<file path="config.mk">
export PLATFORM = sky130hd
export DESIGN_NAME = latch_edge_monitor
export DESIGN_NICKNAME = d
export VERILOG_FILES = /design/src/rtl/latch_edge_monitor.sv
export SDC_FILE = /design/constraint.sdc
export NUM_CORES = 1
export LEC_CHECK = 0
export CAP_MARGIN = 20
export CORE_MARGIN = 8
export CORE_UTILIZATION = 48
export DETAILED_ROUTE_END_ITERATION = 12
export GPL_TIMING_DRIVEN = 0
export PLACE_DENSITY_LB_ADDON = 0.05
export SYNTH_ARGS = -nofsm -noshare
export SYNTH_HDL_FRONTEND = slang
export SYNTH_SLANG_ARGS = --single-unit
</file>
<file path="constraint.sdc">
create_clock -name clk -period 1.8 [get_ports clk]
set_input_delay 0.18 -clock clk [delete_from_list [all_inputs] [get_ports clk]]
set_output_delay 0.18 -clock clk [all_outputs]
set_load 0.05 [all_outputs]
</file>
<file path="src/rtl/latch_edge_monitor.sv">
// Synchronizes and debounces the latch Q output, reporting confirmed edges as pulses and counting them.
// Optional feature macro: LATCH_EDGE_MON_GLITCH_CNT_EN adds glitch_cnt (count of aborted debounce checks).
module latch_edge_monitor #(
   parameter int SYNC_STAGES = 2,
   parameter int DEBOUNCE    = 4,
   parameter int CNT_W       = 8
) (
   input  logic             clk,
   input  logic             rst,
   input  logic             q_in,
   input  logic             clr_cnt,
   output logic             q_sync,
   output logic             q_stable,
   output logic             rise,
   output logic             fall,
   output logic [CNT_W-1:0] edge_cnt,
`ifdef LATCH_EDGE_MON_GLITCH_CNT_EN
   output logic [CNT_W-1:0] glitch_cnt,
`endif
   output logic             cnt_ovf
);

   localparam int DEB_W = $clog2(DEBOUNCE + 1);
   localparam logic [DEB_W-1:0] DEB_MAX = DEB_W'(DEBOUNCE);

   typedef enum logic [1:0] {S_LOW, S_CHK_HI, S_HIGH, S_CHK_LO} state_t;

   logic [SYNC_STAGES-1:0] sync_q;
   state_t                 state_q, state_d;
   logic [DEB_W-1:0]       deb_q, deb_d, deb_inc;
   logic                   acc_rise, acc_fall;
   logic                   rise_q, fall_q, ovf_q;
   logic [CNT_W-1:0]       cnt_q;

   always_ff @(posedge clk) begin
      if (rst) sync_q <= '0;
      else     sync_q <= {sync_q[SYNC_STAGES-2:0], q_in};
   end

   assign q_sync  = sync_q[SYNC_STAGES-1];
   assign deb_inc = deb_q + 1'b1;

   always_ff @(posedge clk) begin
      if (rst) begin
         state_q <= S_LOW;
         deb_q   <= '0;
      end else begin
         state_q <= state_d;
         deb_q   <= deb_d;
      end
   end

   always_comb begin
      state_d  = state_q;
      deb_d    = deb_q;
      acc_rise = 1'b0;
      acc_fall = 1'b0;
      case (state_q)
         S_LOW: if (q_sync) begin
            if (DEBOUNCE == 1) begin
               state_d  = S_HIGH;
               acc_rise = 1'b1;
            end else begin
               state_d = S_CHK_HI;
               deb_d   = DEB_W'(1);
            end
         end
         S_CHK_HI: begin
            if (!q_sync) begin
               state_d = S_LOW;
               deb_d   = '0;
            end else if (deb_inc == DEB_MAX) begin
               state_d  = S_HIGH;
               deb_d    = '0;
               acc_rise = 1'b1;
            end else begin
               deb_d = deb_inc;
            end
         end
         S_HIGH: if (!q_sync) begin
            if (DEBOUNCE == 1) begin
               state_d  = S_LOW;
               acc_fall = 1'b1;
            end else begin
               state_d = S_CHK_LO;
               deb_d   = DEB_W'(1);
            end
         end
         S_CHK_LO: begin
            if (q_sync) begin
               state_d = S_HIGH;
               deb_d   = '0;
            end else if (deb_inc == DEB_MAX) begin
               state_d  = S_LOW;
               deb_d    = '0;
               acc_fall = 1'b1;
            end else begin
               deb_d = deb_inc;
            end
         end
         default: begin
            state_d = S_LOW;
            deb_d   = '0;
         end
      endcase
   end

   // The stable level is implied by the state: a CHK state still reports the old level.
   always_comb begin
      q_stable = (state_q == S_HIGH) || (state_q == S_CHK_LO);
      rise     = rise_q;
      fall     = fall_q;
      edge_cnt = cnt_q;
      cnt_ovf  = ovf_q;
   end

   always_ff @(posedge clk) begin
      if (rst) begin
         rise_q <= 1'b0;
         fall_q <= 1'b0;
      end else begin
         rise_q <= acc_rise;
         fall_q <= acc_fall;
      end
   end

   always_ff @(posedge clk) begin
      if (rst || clr_cnt) begin
         cnt_q <= '0;
         ovf_q <= 1'b0;
      end else if (acc_rise || acc_fall) begin
         if (&cnt_q) ovf_q <= 1'b1;
         else        cnt_q <= cnt_q + 1'b1;
      end
   end

`ifdef LATCH_EDGE_MON_GLITCH_CNT_EN
   logic             abort;
   logic [CNT_W-1:0] glitch_q;

   assign abort = ((state_q == S_CHK_HI) && !q_sync) || ((state_q == S_CHK_LO) && q_sync);

   always_ff @(posedge clk) begin
      if (rst || clr_cnt)     glitch_q <= '0;
      else if (abort && !(&glitch_q)) glitch_q <= glitch_q + 1'b1;
   end

   assign glitch_cnt = glitch_q;
`endif

endmodule

</file>
==> load_flow_metrics.sql, run 1 <==
INSERT INTO impl_metrics (metric_group, metric, value, unit) VALUES
('run_status', 'status', 'finished clean', ''),
('detailed_routing', 'route.final.wire_length', '1610', 'µm'),
('power_and_ir_drop', 'pwr_density_cell', '643', 'nW/µm²'),
('setup_path', 'cp_data_required_time', '1.62', 'ns'),
('power_and_ir_drop', 'ir_worst_vdd', '0.000403', 'V'),
('timing', 'maxSlewHeadroom', '63.9', '%'),
('floorplanning', 'fp-row-count', '15', ''),
('synthesis', 'synth_compound_gate_area_share', '9.89', '%'),
('synthesis', 'share_of_synthesized_area_occupied_by_flip_flops_and_latches', '43.8', '%'),
('detailed_routing', 'dr.first_iter.drc_count', '5', ''),
('setup_path', 'critical_path.max_stage_delay', '0.84', 'ns'),
('synthesis', 'postSynthNetCount', '100', ''),
('worst_hold_path', 'min-delay-path-class', 'input pin to flip-flop', ''),
('setup_path', 'flop2flop_setup_slack', '0.14', 'ns'),
('synthesis', 'dominant_synthesized_flop_cell', 'dfxtp_1', ''),
('cts', 'tritoncts.num_buffers', '3', ''),
('power_and_ir_drop', 'post-layout-total-power', '678', 'µW'),
('layout', 'filler_cell_count_in_the_final_layout', '154', ''),
('setup_path', 'critical_path.cell_chain', 'clkdlybuf4s50_1', ''),
('timing', 'worst-slew-pin-transition', '0.538', 'ns'),
('setup_path', 'critPathArrivalTime', '1.55', 'ns'),
('global_route', 'first_global_vias', '615', ''),
('worst_hold_path', 'hold_depth', '2', ''),
('synthesis', 'post_synth_instance_area', '822', 'µm²'),
('synthesis', 'synthesis.instances', '91', ''),
('floorplanning', 'fp.dieH', '57.4', 'µm'),
('setup_path', 'timing.rr.end', 'edge_cnt[7]$_SDFFE_PP0P_', ''),
('setup_path', 'crit_type', 'flip-flop to output port', ''),
('global_route', 'grt_max_degree', '11', ''),
('global_route', 'globalRoute.totalOverflow', '0', ''),
('worst_hold_path', 'hold_start', 'rst', ''),
('setup_path', 'r2r.worst_path.cells', '6', ''),
('placed_design', 'port_buffers', '15', ''),
('synthesis', 'synth-warning-count', '0', ''),
('power_and_ir_drop', 'cellLeakagePower', '0.000457', 'µW'),
('cts', 'cts.clk_slew.worst_paths', '0.10', 'ns'),
('synthesis', 'synth.ff_latch_count', '18', ''),
('timing', 'slew_viol_final', '0', ''),
('placed_design', 'place.gp.congestion', '0.777', ''),
('job', 'drv.max_cap_violation_count', '0', ''),
('cts', 'cts_tree', 'built', ''),
('layout', 'mostFrequentLayoutCell', 'dfxtp_1', ''),
('detailed_routing', 'detailroute.via_count', '676', ''),
('synthesis', 'synth-edff-count', '0', ''),
('floorplanning', 'design.die.area', '3290', 'µm²'),
('global_route', 'first_pass_grt_wire_length', '2640', 'µm'),
('setup_path', 'crit_start', 'edge_cnt[0]$_SDFFE_PP0P_', ''),
('cts', 'cts_buffer_depth', '2', ''),
('floorplanning', 'die-width', '57.4', 'µm'),
('placed_design', 'detailedPlacementHpwl', '1180', 'µm'),
('layout', 'most_used_cells_in_the_layout_excluding_fill_and_tap_cells', 'dfxtp_1 (18), nor2_1 (10), clkdlybuf4s50_1 (9)', ''),
('layout', 'total_number_of_nets_in_the_final_design', '120', ''),
('cts', 'clock-sinks', '18', ''),
('floorplanning', 'placeableCoreArea', '1670', 'µm²'),
('setup_path', 'worst_r2r_startpoint', 'deb_q[0]$_SDFFE_PP0P_', ''),
('layout', 'fin_area', '1050', 'µm²'),
('setup_path', 'critPathLaunchType', 'flip-flop', ''),
('layout', 'area_delta_synth_final', '28.3', '%'),
('timing', 'timing.clock.skew', '0.000674', 'ns'),
('detailed_routing', 'detailedRoute.firstPassIterationCount', '4', ''),
('layout', 'num_antenna_cells', '0', ''),
('detailed_routing', 'antenna_left', '0', ''),
('cts', 'htree_num_levels', '1', ''),
('detailed_routing', 'vias_per_inst', '5.32', ''),
('timing', 'maxClockFrequency', '579', 'MHz'),
('setup_path', 'crit_path_end_kind', 'output port', ''),
('global_route', 'gr-usage-all-layers', '10.1', '%'),
('synthesis', 'synth_area_per_cell', '9.03', 'µm²'),
('timing', 'finalCritPeriodShare', '95.9', '%'),
('layout', 'drive_above_1_share', '10.0', '%'),
('synthesis', 'synth_xor_area_share', '4.11', '%');
-- per-layer routing --
metal  global-route usage, %  wire length [µm]
met1                    11.1               718
met2                    16.6               788
met3                    2.91                90
met4                    6.43                13
met5                       0                 0
-- sequential cells by signal, summed over array words and instances, names as in the netlist, named ones only --
name and count:
cnt_ovf 1, deb_q 3, edge_cnt 8, fall 1, rise 1, state_q 1
sync_q 2
-- timing repair --
item,in CTS,in global routing
resized for setup,3,6
setup buffers,0,0
pin swaps,0,1
setup endpoints to repair,4,8
hold buffers,0,0
-- cells in the mapped netlist, types with 2 or more instances --
library cell / instances / area (µm²)
o21ai_0: 4 / 20.0
a21oi_1: 5 / 25.0
dfxtp_1: 18 / 360
nor2b_1: 2 / 12.5
mux2i_1: 4 / 40.0
nor2_1: 10 / 37.5
nand3_1: 6 / 30.0
nor4b_1: 2 / 17.5
inv_1: 6 / 22.5
ha_1: 5 / 62.6
nand4_1: 2 / 12.5
nor3_1: 2 / 10.0
a211oi_1: 2 / 15.0
nor4_1: 2 / 12.5
nand2_1: 7 / 26.3
-- power breakdown --
| part | internal, µW | total (µW) | switching [µW] |
|---|---|---|---|
| Combinational | 10.8 | 27.8 | 17.0 |
| Sequential | 402 | 405 | 3.03 |
| Clock | 123 | 246 | 123 |
| Total | 536 | 678 | 143 |
-- cell families after synthesis --
family / Yosys count
flip-flops: 18
AND/OR/NAND/NOR: 38
AO/OA/AOI/OAI: 13
buffers and inverters: 10
XOR/XNOR: 3
multiplexers: 4
adder cells (fa/ha/maj): 5
-- layout make-up --
class                   instances  area [µm²]  share of cell area, %
well taps                      17        21.3                   2.02
inverters                       6        22.5                   2.14
clock buffers                   4        36.3                   3.44
plain buffers                   4        21.3                   2.02
repair buffers                 15         158                   14.9
multi-input cells              63         435                   41.3
flip-flops and latches         18         360                   34.2
-- per-stage QoR --
step	instances	TNS, ns	hold slack [ns]	worst slack (ns)	util [%]
6_report	127	0	0.242	0.0738	63.1
5_1_grt	127	0	0.280	0.00633	63.1
4_1_cts	127	0	0.246	0.0146	62.0
3_5_place_dp	123	-0.0238	0.434	-0.0238	59.5
3_3_place_gp	123	0	0.424	0.0154	59.5
2_1_floorplan	91	0	0.308	0.00994	-
-- worst max path at each step --
stage / endpoint / cells after the start
finish: edge_cnt[0] / 1
global route: edge_cnt[6]$_SDFFE_PP0P_ / 6
CTS: edge_cnt[4] / 1
detailed placement: edge_cnt[6]$_SDFFE_PP0P_ / 6
global placement: edge_cnt[6]$_SDFFE_PP0P_ / 6
floorplan: edge_cnt[6]$_SDFFE_PP0P_ / 5
Power figures use the tool's default switching activity.
==> run 2, diff against run 1 <==
CORE_MARGIN = 2   (was 8)
PLACE_DENSITY = 0.76   (was default)
PLACE_DENSITY_LB_ADDON = default   (was 0.05)
==> run 2 against run 1 <==
  * Worst hold slack gained 0.0083 ns
  * Clock skew is 0.0013 ns higher
  * Critical path depth unchanged
  * First-iteration DRC count increased by 80%
  * Fmax fell by 1.5%
  * Worst setup slack worse by 0.026 ns
  * Combinational power is 1% higher
  * Sequential power about the same
  * Cell count unchanged
==> load_flow_metrics.sql, run 2 (same netlist as run 1, synthesis figures left out) <==
INSERT INTO impl_metrics (metric_group, metric, value, unit) VALUES
('timing', 'maxClockFrequency', '571', 'MHz'),
('timing', 'worst-slew-pin-transition', '0.627', 'ns'),
('layout', 'largest_register_ffs', '8', ''),
('setup_path', 'critPathSlowestCell', 'clkdlybuf4s50_1', ''),
('cts', 'tritoncts.num_buffers', '3', ''),
('setup_path', 'critical_path.cell_chain', 'clkdlybuf4s50_1', ''),
('global_route', 'first_global_vias', '665', ''),
('layout', 'total_number_of_nets_in_the_final_design', '121', ''),
('detailed_routing', 'detailedRoute.firstPassIterationCount', '4', ''),
('layout', 'num_antenna_cells', '0', ''),
('power_and_ir_drop', 'pwr_density_cell', '631', 'nW/µm²'),
('layout', 'instances_no_fill', '127', ''),
('timing', 'final.setup.worst_slack', '0.0477', 'ns'),
('floorplanning', 'floorplan.io_pins', '17', ''),
('cts', 'cts.clk_slew.worst_paths', '0.10', 'ns'),
('setup_path', 'cp.depth', '1', ''),
('setup_path', 'critical_path.max_stage_delay', '0.84', 'ns'),
('timing', 'finalCritPeriodShare', '97.4', '%'),
('setup_path', 'worst-path-max-fanout', '5', ''),
('power_and_ir_drop', 'post-layout-total-power', '674', 'µW'),
('global_route', 'gr-usage-all-layers', '18.4', '%'),
('global_route', 'grt_max_degree', '11', ''),
('worst_hold_path', 'min-delay-path-class', 'input pin to flip-flop', ''),
('cts', 'clkLatencyLatePin', '0.28', 'ns'),
('timing', 'maxSlewHeadroom', '57.9', '%'),
('setup_path', 'timing.critical_path.buf_inv', '1', ''),
('timing', 'timing.clock.skew', '0.00193', 'ns'),
('placed_design', 'dp.cells', '122', ''),
('detailed_routing', 'vias_per_inst', '5.50', ''),
('worst_hold_path', 'hold_depth', '2', ''),
('setup_path', 'cp_data_required_time', '1.62', 'ns'),
('timing', 'finalSetupTns', '0', 'ns'),
('layout', 'most_used_cells_in_the_layout_excluding_fill_and_tap_cells', 'dfxtp_1 (18), nor2_1 (10), clkdlybuf4s50_1 (9)', ''),
('layout', 'filler_cell_count_in_the_final_layout', '132', ''),
('setup_path', 'critPathArrivalTime', '1.57', 'ns'),
('setup_path', 'timing.critical_path.max_delay_family', 'buffers and inverters', ''),
('job', 'drv.max_cap_violation_count', '0', ''),
('detailed_routing', 'antenna_left', '0', ''),
('timing', 'unrepaired_setup_endpoints_after_global_routing', 'false', ''),
('setup_path', 'r2r.worst_path.cells', '6', ''),
('placed_design', 'place_worst_setup_slack', '-0.0321', 'ns'),
('cts', 'cts_root_buf', 'clkbuf_4', ''),
('setup_path', 'crit_type', 'flip-flop to output port', ''),
('global_route', 'first_pass_grt_wire_length', '2750', 'µm'),
('cts', 'clock-sinks', '18', ''),
('floorplanning', 'design.die.area', '2060', 'µm²'),
('run_status', 'status', 'finished clean', ''),
('power_and_ir_drop', 'ir_worst_vdd', '0.000455', 'V'),
('floorplanning', 'initial_cell_density_of_the_core', '52.7', '%'),
('detailed_routing', 'detailroute.via_count', '699', ''),
('global_route', 'globalRoute.totalOverflow', '0', ''),
('detailed_routing', 'dr.first_iter.drc_count', '9', ''),
('placed_design', 'place.gp.congestion', '0.740', ''),
('cts', 'htree_num_levels', '1', ''),
('detailed_routing', 'avgRoutedWirePerCell', '12.4', 'µm'),
('cts', 'cts_tree', 'built', ''),
('detailed_routing', 'route.final.wire_length', '1580', 'µm'),
('detailed_routing', 'drcViolationCount', '0', ''),
('global_route', 'grt_antenna_before_repair', '0', ''),
('placed_design', 'port_buffers', '15', ''),
('power_and_ir_drop', 'cellLeakagePower', '0.000463', 'µW'),
('floorplanning', 'fp.dieH', '45.4', 'µm'),
('floorplanning', 'fp-row-count', '14', ''),
('timing', 'finalSetupViolCount', '0', ''),
('setup_path', 'critPathLaunchType', 'flip-flop', ''),
('timing', 'period_minus_slack', '1.75', 'ns'),
('timing', 'hold_violations', '0', ''),
('setup_path', 'flop2flop_setup_slack', '0.13', 'ns'),
('timing', 'slew_viol_final', '0', ''),
('setup_path', 'crit_path_end_kind', 'output port', ''),
('floorplanning', 'placeableCoreArea', '1560', 'µm²'),
('layout', 'drive_above_1_share', '11.7', '%'),
('floorplanning', 'die-width', '45.4', 'µm'),
('layout', 'mostFrequentLayoutCell', 'dfxtp_1', ''),
('layout', 'area_delta_synth_final', '29.8', '%'),
('cts', 'cts_buffer_depth', '2', '');
-- run 2: cell types whose count changed in the layout (fill, tap and decap cells not counted), sizes merged --
cell  previous run  this run
buf              2         3
-- run 2: final timing paths --
kind,startpoint,end
max,edge_cnt[0]$_SDFFE_PP0P_,edge_cnt[0]
min,rst,state_q[0]$_SDFFE_PP0P_
max reg2reg,deb_q[0]$_SDFFE_PP0P_,edge_cnt[7]$_SDFFE_PP0P_
min reg2reg,sync_q[0]$_SDFF_PP0_,sync_q[1]$_SDFF_PP0_
-- run 2: final cells by class --
cell class                 count  area [µm²]  area share [%]
multi-input combinational     63         442            41.4
sequential                    18         360            33.8
timing repair buffer          16         165            15.5
clock buffer                   4        36.3            3.40
inverter                       6        22.5            2.11
buffer                         4        21.3            1.99
tap                           16        20.0            1.88
-- run 2: stage by stage --
step	instance area [µm²]	utilization, %	hold slack [ns]
2_1_floorplan	822	-	0.308
3_3_place_gp	992	63.6	0.419
3_5_place_dp	992	63.6	0.426
4_1_cts	1030	66.4	0.249
5_1_grt	1070	68.5	0.295
6_report	1070	68.5	0.250
-- run 2: per-layer routing --
| metal | track usage, % | share of wire (%) | wire length [µm] |
|---|---|---|---|
| met5 | 0 | 0 | 0 |
| met4 | 7.06 | 0.76 | 12 |
| met3 | 3.57 | 3.2 | 51 |
| met2 | 32.1 | 51 | 800 |
| met1 | 21.8 | 45 | 712 |
-- run 2: repair_timing --
item,CTS,global route
gates resized for setup,3,7
hold endpoints to repair,0,0
hold buffers,0,0
buffers inserted,0,1
pin swaps,0,1
setup endpoints to repair,4,8
-- run 2: power breakdown --
| group | internal, µW | total, µW | switching [µW] |
|---|---|---|---|
| logic | 10.8 | 28.2 | 17.4 |
| registers | 402 | 405 | 3.01 |
| clock network | 123 | 241 | 118 |
| total | 536 | 674 | 138 |
==> run 3, diff against run 2 <==
CORE_UTILIZATION = 25   (was 48)
PLACE_DENSITY = default   (was 0.76)
SLEW_MARGIN = 40   (was default)
==> run 3 against run 2 <==
  * Final area increased by 4.3%
  * Via count increased by 1.4%
  * First-iteration DRC count increased by 110%
  * Die area increased by 83%
  * Routed wire length decreased by 0.76%
  * Clock skew increased by 0.0033 ns
  * Worst setup slack improved by 0.031 ns
  * Core utilization decreased by 33 points
  * Fmax increased by 1.8%
  * Critical endpoint unchanged
  * Largest power group unchanged
  * Combinational power about the same
  * Cell count increased by 21%
  * Register-to-register slack improved by 0.03 ns
==> load_flow_metrics.sql, run 3 (same netlist as run 1, synthesis figures left out) <==
INSERT INTO impl_metrics (metric_group, metric, value, unit) VALUES
('detailed_routing', 'dr.first_iter.drc_count', '19', ''),
('timing', 'maxClockFrequency', '581', 'MHz'),
('global_route', 'grt_max_degree', '11', ''),
('cts', 'tritoncts.num_buffers', '3', ''),
('detailed_routing', 'detailedRoute.firstPassIterationCount', '4', ''),
('layout', 'area_delta_synth_final', '35.5', '%'),
('setup_path', 'critPathArrivalTime', '1.54', 'ns'),
('cts', 'cts.clk_slew.worst_paths', '0.10', 'ns'),
('global_route', 'grt_antenna_before_repair', '0', ''),
('placed_design', 'detailedPlacementHpwl', '1160', 'µm'),
('power_and_ir_drop', 'power.clock.fraction', '36.4', '%'),
('floorplanning', 'fp-row-count', '20', ''),
('power_and_ir_drop', 'pwr_density_cell', '612', 'nW/µm²'),
('cts', 'cts_root_buf', 'clkbuf_4', ''),
('power_and_ir_drop', 'share_seq_of_total_power', '59.4', '%'),
('floorplanning', 'floorplan.io_pins', '17', ''),
('detailed_routing', 'vias_per_inst', '4.60', ''),
('layout', 'fin_util', '35.9', '%'),
('power_and_ir_drop', 'power_switching', '145', 'µW'),
('detailed_routing', 'route.final.wire_length', '1570', 'µm'),
('cts', 'cts_hold_repair.buffers', '0', ''),
('layout', 'total_area_of_multi_input_combinational_cells', '458', 'µm²'),
('layout', 'total_number_of_nets_in_the_final_design', '120', ''),
('global_route', 'first_global_vias', '618', ''),
('cts', 'clkLatencyLatePin', '0.29', 'ns'),
('setup_path', 'critPathSlowestCell', 'clkdlybuf4s50_1', ''),
('layout', 'mostFrequentLayoutCell', 'dfxtp_1', ''),
('timing', 'worst-slew-pin-transition', '0.675', 'ns'),
('setup_path', 'crit_path_end_kind', 'output port', ''),
('layout', 'most_used_cells_in_the_layout_excluding_fill_and_tap_cells', 'dfxtp_1 (18), nor2_1 (10), clkdlybuf4s50_1 (8)', ''),
('setup_path', 'worst-path-max-fanout', '5', ''),
('power_and_ir_drop', 'ir_worst_vdd', '0.000326', 'V'),
('cts', 'cts_buffer_depth', '2', ''),
('detailed_routing', 'detailroute.via_count', '709', ''),
('setup_path', 'worst_r2r_startpoint', 'deb_q[0]$_SDFFE_PP0P_', ''),
('timing', 'period_minus_slack', '1.72', 'ns'),
('worst_hold_path', 'hold_path_end', 'state_q[0]$_SDFFE_PP0P_', ''),
('placed_design', 'dp.cells', '150', ''),
('power_and_ir_drop', 'cellLeakagePower', '0.000503', 'µW'),
('cts', 'htree_num_levels', '1', ''),
('global_route', 'first_pass_grt_wire_length', '2560', 'µm'),
('timing', 'maxSlewHeadroom', '54.7', '%'),
('floorplanning', 'design.die.area', '3760', 'µm²'),
('power_and_ir_drop', 'p_int', '536', 'µW'),
('timing', 'finalSetupViolCount', '0', ''),
('setup_path', 'critPathLaunchType', 'flip-flop', ''),
('floorplanning', 'placeableCoreArea', '3100', 'µm²'),
('detailed_routing', 'antenna_left', '0', ''),
('cts', 'cts_tree', 'built', ''),
('layout', 'largest_register_ffs', '8', ''),
('detailed_routing', 'drcViolationCount', '0', ''),
('cts', 'clock-sinks', '18', ''),
('timing', 'timing.clock.skew', '0.00519', 'ns'),
('setup_path', 'critical_path.cell_chain', 'clkdlybuf4s50_1', ''),
('timing', 'unrepaired_setup_endpoints_after_global_routing', 'false', ''),
('global_route', 'gr-usage-all-layers', '9.12', '%'),
('setup_path', 'timing.critical_path.max_delay_family', 'buffers and inverters', ''),
('timing', 'finalCritPeriodShare', '95.6', '%'),
('worst_hold_path', 'hold_start', 'rst', ''),
('floorplanning', 'die-width', '61.3', 'µm'),
('layout', 'filler_cell_count_in_the_final_layout', '344', ''),
('placed_design', 'place.gp.congestion', '0.782', ''),
('setup_path', 'timing.critical_path.buf_inv', '1', ''),
('floorplanning', 'fp.dieH', '61.3', 'µm'),
('power_and_ir_drop', 'power.share.switching', '21.3', '%'),
('placed_design', 'port_buffers', '15', ''),
('global_route', 'globalRoute.totalOverflow', '0', ''),
('setup_path', 'r2r.worst_path.cells', '6', ''),
('setup_path', 'critical_path.max_stage_delay', '0.83', 'ns'),
('layout', 'drive_above_1_share', '11.8', '%'),
('timing', 'hold_violations', '0', ''),
('layout', 'num_antenna_cells', '0', ''),
('layout', 'instances_no_fill', '154', ''),
('detailed_routing', 'avgRoutedWirePerCell', '10.2', 'µm'),
('floorplanning', 'initial_cell_density_of_the_core', '26.5', '%'),
('worst_hold_path', 'min-delay-path-class', 'input pin to flip-flop', ''),
('run_status', 'status', 'finished clean', ''),
('setup_path', 'crit_type', 'flip-flop to output port', ''),
('timing', 'slew_viol_final', '0', ''),
('job', 'drv.max_cap_violation_count', '0', ''),
('setup_path', 'cp.depth', '1', ''),
('worst_hold_path', 'hold_depth', '2', ''),
('power_and_ir_drop', 'combinational_power_share', '4.2', '%'),
('setup_path', 'timing.rr.end', 'edge_cnt[6]$_SDFFE_PP0P_', ''),
('layout', 'sequential_cell_area', '360', 'µm²'),
('setup_path', 'cp_data_required_time', '1.62', 'ns'),
('setup_path', 'flop2flop_setup_slack', '0.16', 'ns');
## run 3: worst max path at each step
| stage | startpoint | to | slack, ns |
|---|---|---|---|
| floorplan | edge_cnt[0]$_SDFFE_PP0P_ | edge_cnt[6]$_SDFFE_PP0P_ | 0.01 |
| global placement | deb_q[0]$_SDFFE_PP0P_ | edge_cnt[6]$_SDFFE_PP0P_ | 0.02 |
| detailed placement | deb_q[0]$_SDFFE_PP0P_ | edge_cnt[6]$_SDFFE_PP0P_ | -0.04 |
| CTS | edge_cnt[4]$_SDFFE_PP0P_ | edge_cnt[4] | 0.007 |
| global route | edge_cnt[0]$_SDFFE_PP0P_ | edge_cnt[0] | 0.003 |
| finish | edge_cnt[0]$_SDFFE_PP0P_ | edge_cnt[0] | 0.08 |
## run 3: layout make-up
| type | count | area share, % |
|---|---|---|
| Buffer | 4 | 1.91 |
| Timing Repair Buffer | 15 | 14.4 |
| Sequential cell | 18 | 32.4 |
| Tap cell | 44 | 4.94 |
| Multi-Input combinational cell | 63 | 41.1 |
| Clock buffer | 4 | 3.26 |
| Inverter | 6 | 2.02 |
## run 3: metal layers
layer | track usage, % | vias up | part of all wire (%) | wire length, µm
met2 | 16.4 | 19 | 50 | 782
met1 | 10.1 | 329 | 42 | 655
met5 | 0 | - | 0 | 0
met4 | 1.82 | 0 | 0.83 | 13
met3 | 3.78 | 2 | 7.3 | 114
li1 | - | 359 | - | -
## run 3: power groups by stage
stage	registers [µW]	logic (µW)	clock network, µW
after floorplan	417	15.3	0
after global placement	414	27.8	0
after detailed placement	414	28.0	0
after CTS	405	27.9	262
after global routing	406	31.6	274
final	405	28.4	248
## run 3: per-stage QoR
step / hold slack, ns / power [µW] / cell area (µm²) / setup WS [ns] / TNS, ns
4_1_cts: 0.266 / 696 / 1080 / 0.00725 / 0
2_1_floorplan: 0.308 / 432 / 822 / 0.00994 / 0
5_1_grt: 0.279 / 712 / 1110 / 0.00250 / 0
3_3_place_gp: 0.422 / 442 / 1030 / 0.0215 / 0
6_report: 0.260 / 682 / 1110 / 0.0789 / 0
3_5_place_dp: 0.428 / 442 / 1030 / -0.0399 / -0.0399
## run 3: repair_timing
item | CTS | global route
endpoints found under the setup margin | 3 | 9
pin swaps | 0 | 1
setup buffers | 0 | 0
hold endpoints to repair | 0 | 0
gates resized for setup | 4 | 10
==> edit (flow settings as in run 3) <==
The 4 states of `state_t` get a one-hot encoding in 4 bits.
--- a/src/rtl/latch_edge_monitor.sv
+++ b/src/rtl/latch_edge_monitor.sv
@@ -23,7 +23,7 @@
    localparam int DEB_W = $clog2(DEBOUNCE + 1);
    localparam logic [DEB_W-1:0] DEB_MAX = DEB_W'(DEBOUNCE);
 
-   typedef enum logic [1:0] {S_LOW, S_CHK_HI, S_HIGH, S_CHK_LO} state_t;
+   typedef enum logic [3:0] {S_LOW = 4'b0001, S_CHK_HI = 4'b0010, S_HIGH = 4'b0100, S_CHK_LO = 4'b1000} state_t;
 
    logic [SYNC_STAGES-1:0] sync_q;
    state_t                 state_q, state_d;
Check against the original RTL: no difference found for any inputs over 10 cycles, from zero or initial values and one cycle with rst high; not proved beyond that.
==> edit against run 3 <==
- total power up 15%
- wire length up 62%
- worst hold slack better by 0.18 ns
- final area up 25%
- count of clock-buffer cells in the layout down 1
- synthesized cell count up 43%
- setup slack better by 0.041 ns
- sequential cell count up 2
- area after synthesis up 32%
==> edit: results (changes against run 3) <==
INFO  metric synthesis.area_per_instance = 8.34 um2 (-7.6%)
INFO  metric min-delay-path-class = reg2reg
INFO  metric max_stage_delay = 0.49 ns (-0.34 ns)
INFO  metric synth_xor_xnor_area_share = 0.0231 (-0.0180)
INFO  metric synth.net_count = 137 (+37%)
INFO  metric placed_cells_incl_taps = 196 (+31%)
INFO  metric min_from = sync_q[0]
INFO  metric status = finished, final reports clean
INFO  metric wire_length_on_met2 = 1230 um (+57%)
INFO  metric grt_util_met1 = 0.131 (+0.0295)
INFO  metric worstPathArrival = 1.86 ns (+0.32 ns)
INFO  metric synth.yosys.seq_area_share = 0.369 (-0.0693)
INFO  metric clkLatencyLatePin = 0.25 ns (-0.04 ns)
INFO  metric via_per_inst = 5.13 (+11%)
INFO  metric power.share.sequential = 0.575 (-0.019)
INFO  metric adder_cell_fraction_of_synth_area = 0.0346 (-0.0415)
INFO  metric grt_pass1_wl = 4110 um (+60%)
INFO  metric place.gp.congestion = 0.800 (+2.3%)
INFO  metric synthTopCellsByArea = sky130_fd_sc_hd__dfxtp_1 37%, sky130_fd_sc_hd__a21oi_1 6.5%, sky130_fd_sc_hd__nor2_1 3.8%, sky130_fd_sc_hd__ha_1 3.5%, sky130_fd_sc_hd__nand2_1 3.1%
INFO  metric netlist_top_cells_count = 20 x sky130_fd_sc_hd__dfxtp_1, 14 x sky130_fd_sc_hd__a21oi_1, 11 x sky130_fd_sc_hd__nor2_1
INFO  metric area_fraction_in_compound_gates_after_synthesis = 0.228 (+0.129)
INFO  metric dp.final_hpwl = 1800 um (+55%)
INFO  metric clockRootBuffer = sky130_fd_sc_hd__clkbuf_8
INFO  metric internal_power = 614 uW (+15%)
INFO  metric crit_slowest_cell = sky130_fd_sc_hd__or4_1
INFO  metric portion_of_netlist_area_occupied_by_mux_cells = 0.0185 (-0.0303)
INFO  metric synth.lib_cells_used.distinct = 42 (+45%)
[edit: changes by cell type after synthesis, sizes merged, moves of 3 or more]
cell / run 3 / this run
o31ai: 0 / 4
clkbuf: 1 / 5
or4: 0 / 3
nor3: 2 / 5
a21oi: 5 / 14
[edit: through the flow]
stage | instance area, um2 | TNS, ns | setup WS (ns)
after floorplan | 1100 | 0 | 0.0397
final | 1400 | 0 | 0.120
after detailed placement | 1320 | -0.698 | -0.236
after global placement | 1320 | -0.485 | -0.206
after CTS | 1380 | 0 | 0.0477
after global routing | 1400 | 0 | 0.0176
[edit: final cells by class]
| type | instances | share of cell area |
|---|---|---|
| multi-input combinational | 97 | 0.476 |
| clock buffer | 3 | 0.0296 |
| timing repair buffer | 17 | 0.117 |
| tap | 50 | 0.0448 |
| inverter | 4 | 0.0108 |
| buffer | 9 | 0.0296 |
| sequential | 20 | 0.292 |
[edit: kinds of logic after synthesis]
logic type	Yosys count
AO/OA/AOI/OAI	36
XOR/XNOR	2
adder cells (fa/ha/maj)	3
buffers and inverters	13
flip-flops	20
multiplexers	2
AND/OR/NAND/NOR	54
[edit: worst reg2reg max path, cell delays in order, from the launching register on]
cell                        delay [ns]
sky130_fd_sc_hd__dfxtp_2          0.38
sky130_fd_sc_hd__ha_2             0.23
sky130_fd_sc_hd__xor2_2           0.20
sky130_fd_sc_hd__o2111ai_4        0.16
sky130_fd_sc_hd__or4_1            0.49
sky130_fd_sc_hd__a21oi_1          0.15
[edit: final timing paths]
kind	end	slack, ns	depth (start not counted)
min	sync_q[1]	0.44	1
min reg2reg	sync_q[1]	0.44	1
max reg2reg	edge_cnt[3]	0.12	5
max	edge_cnt[3]	0.12	5
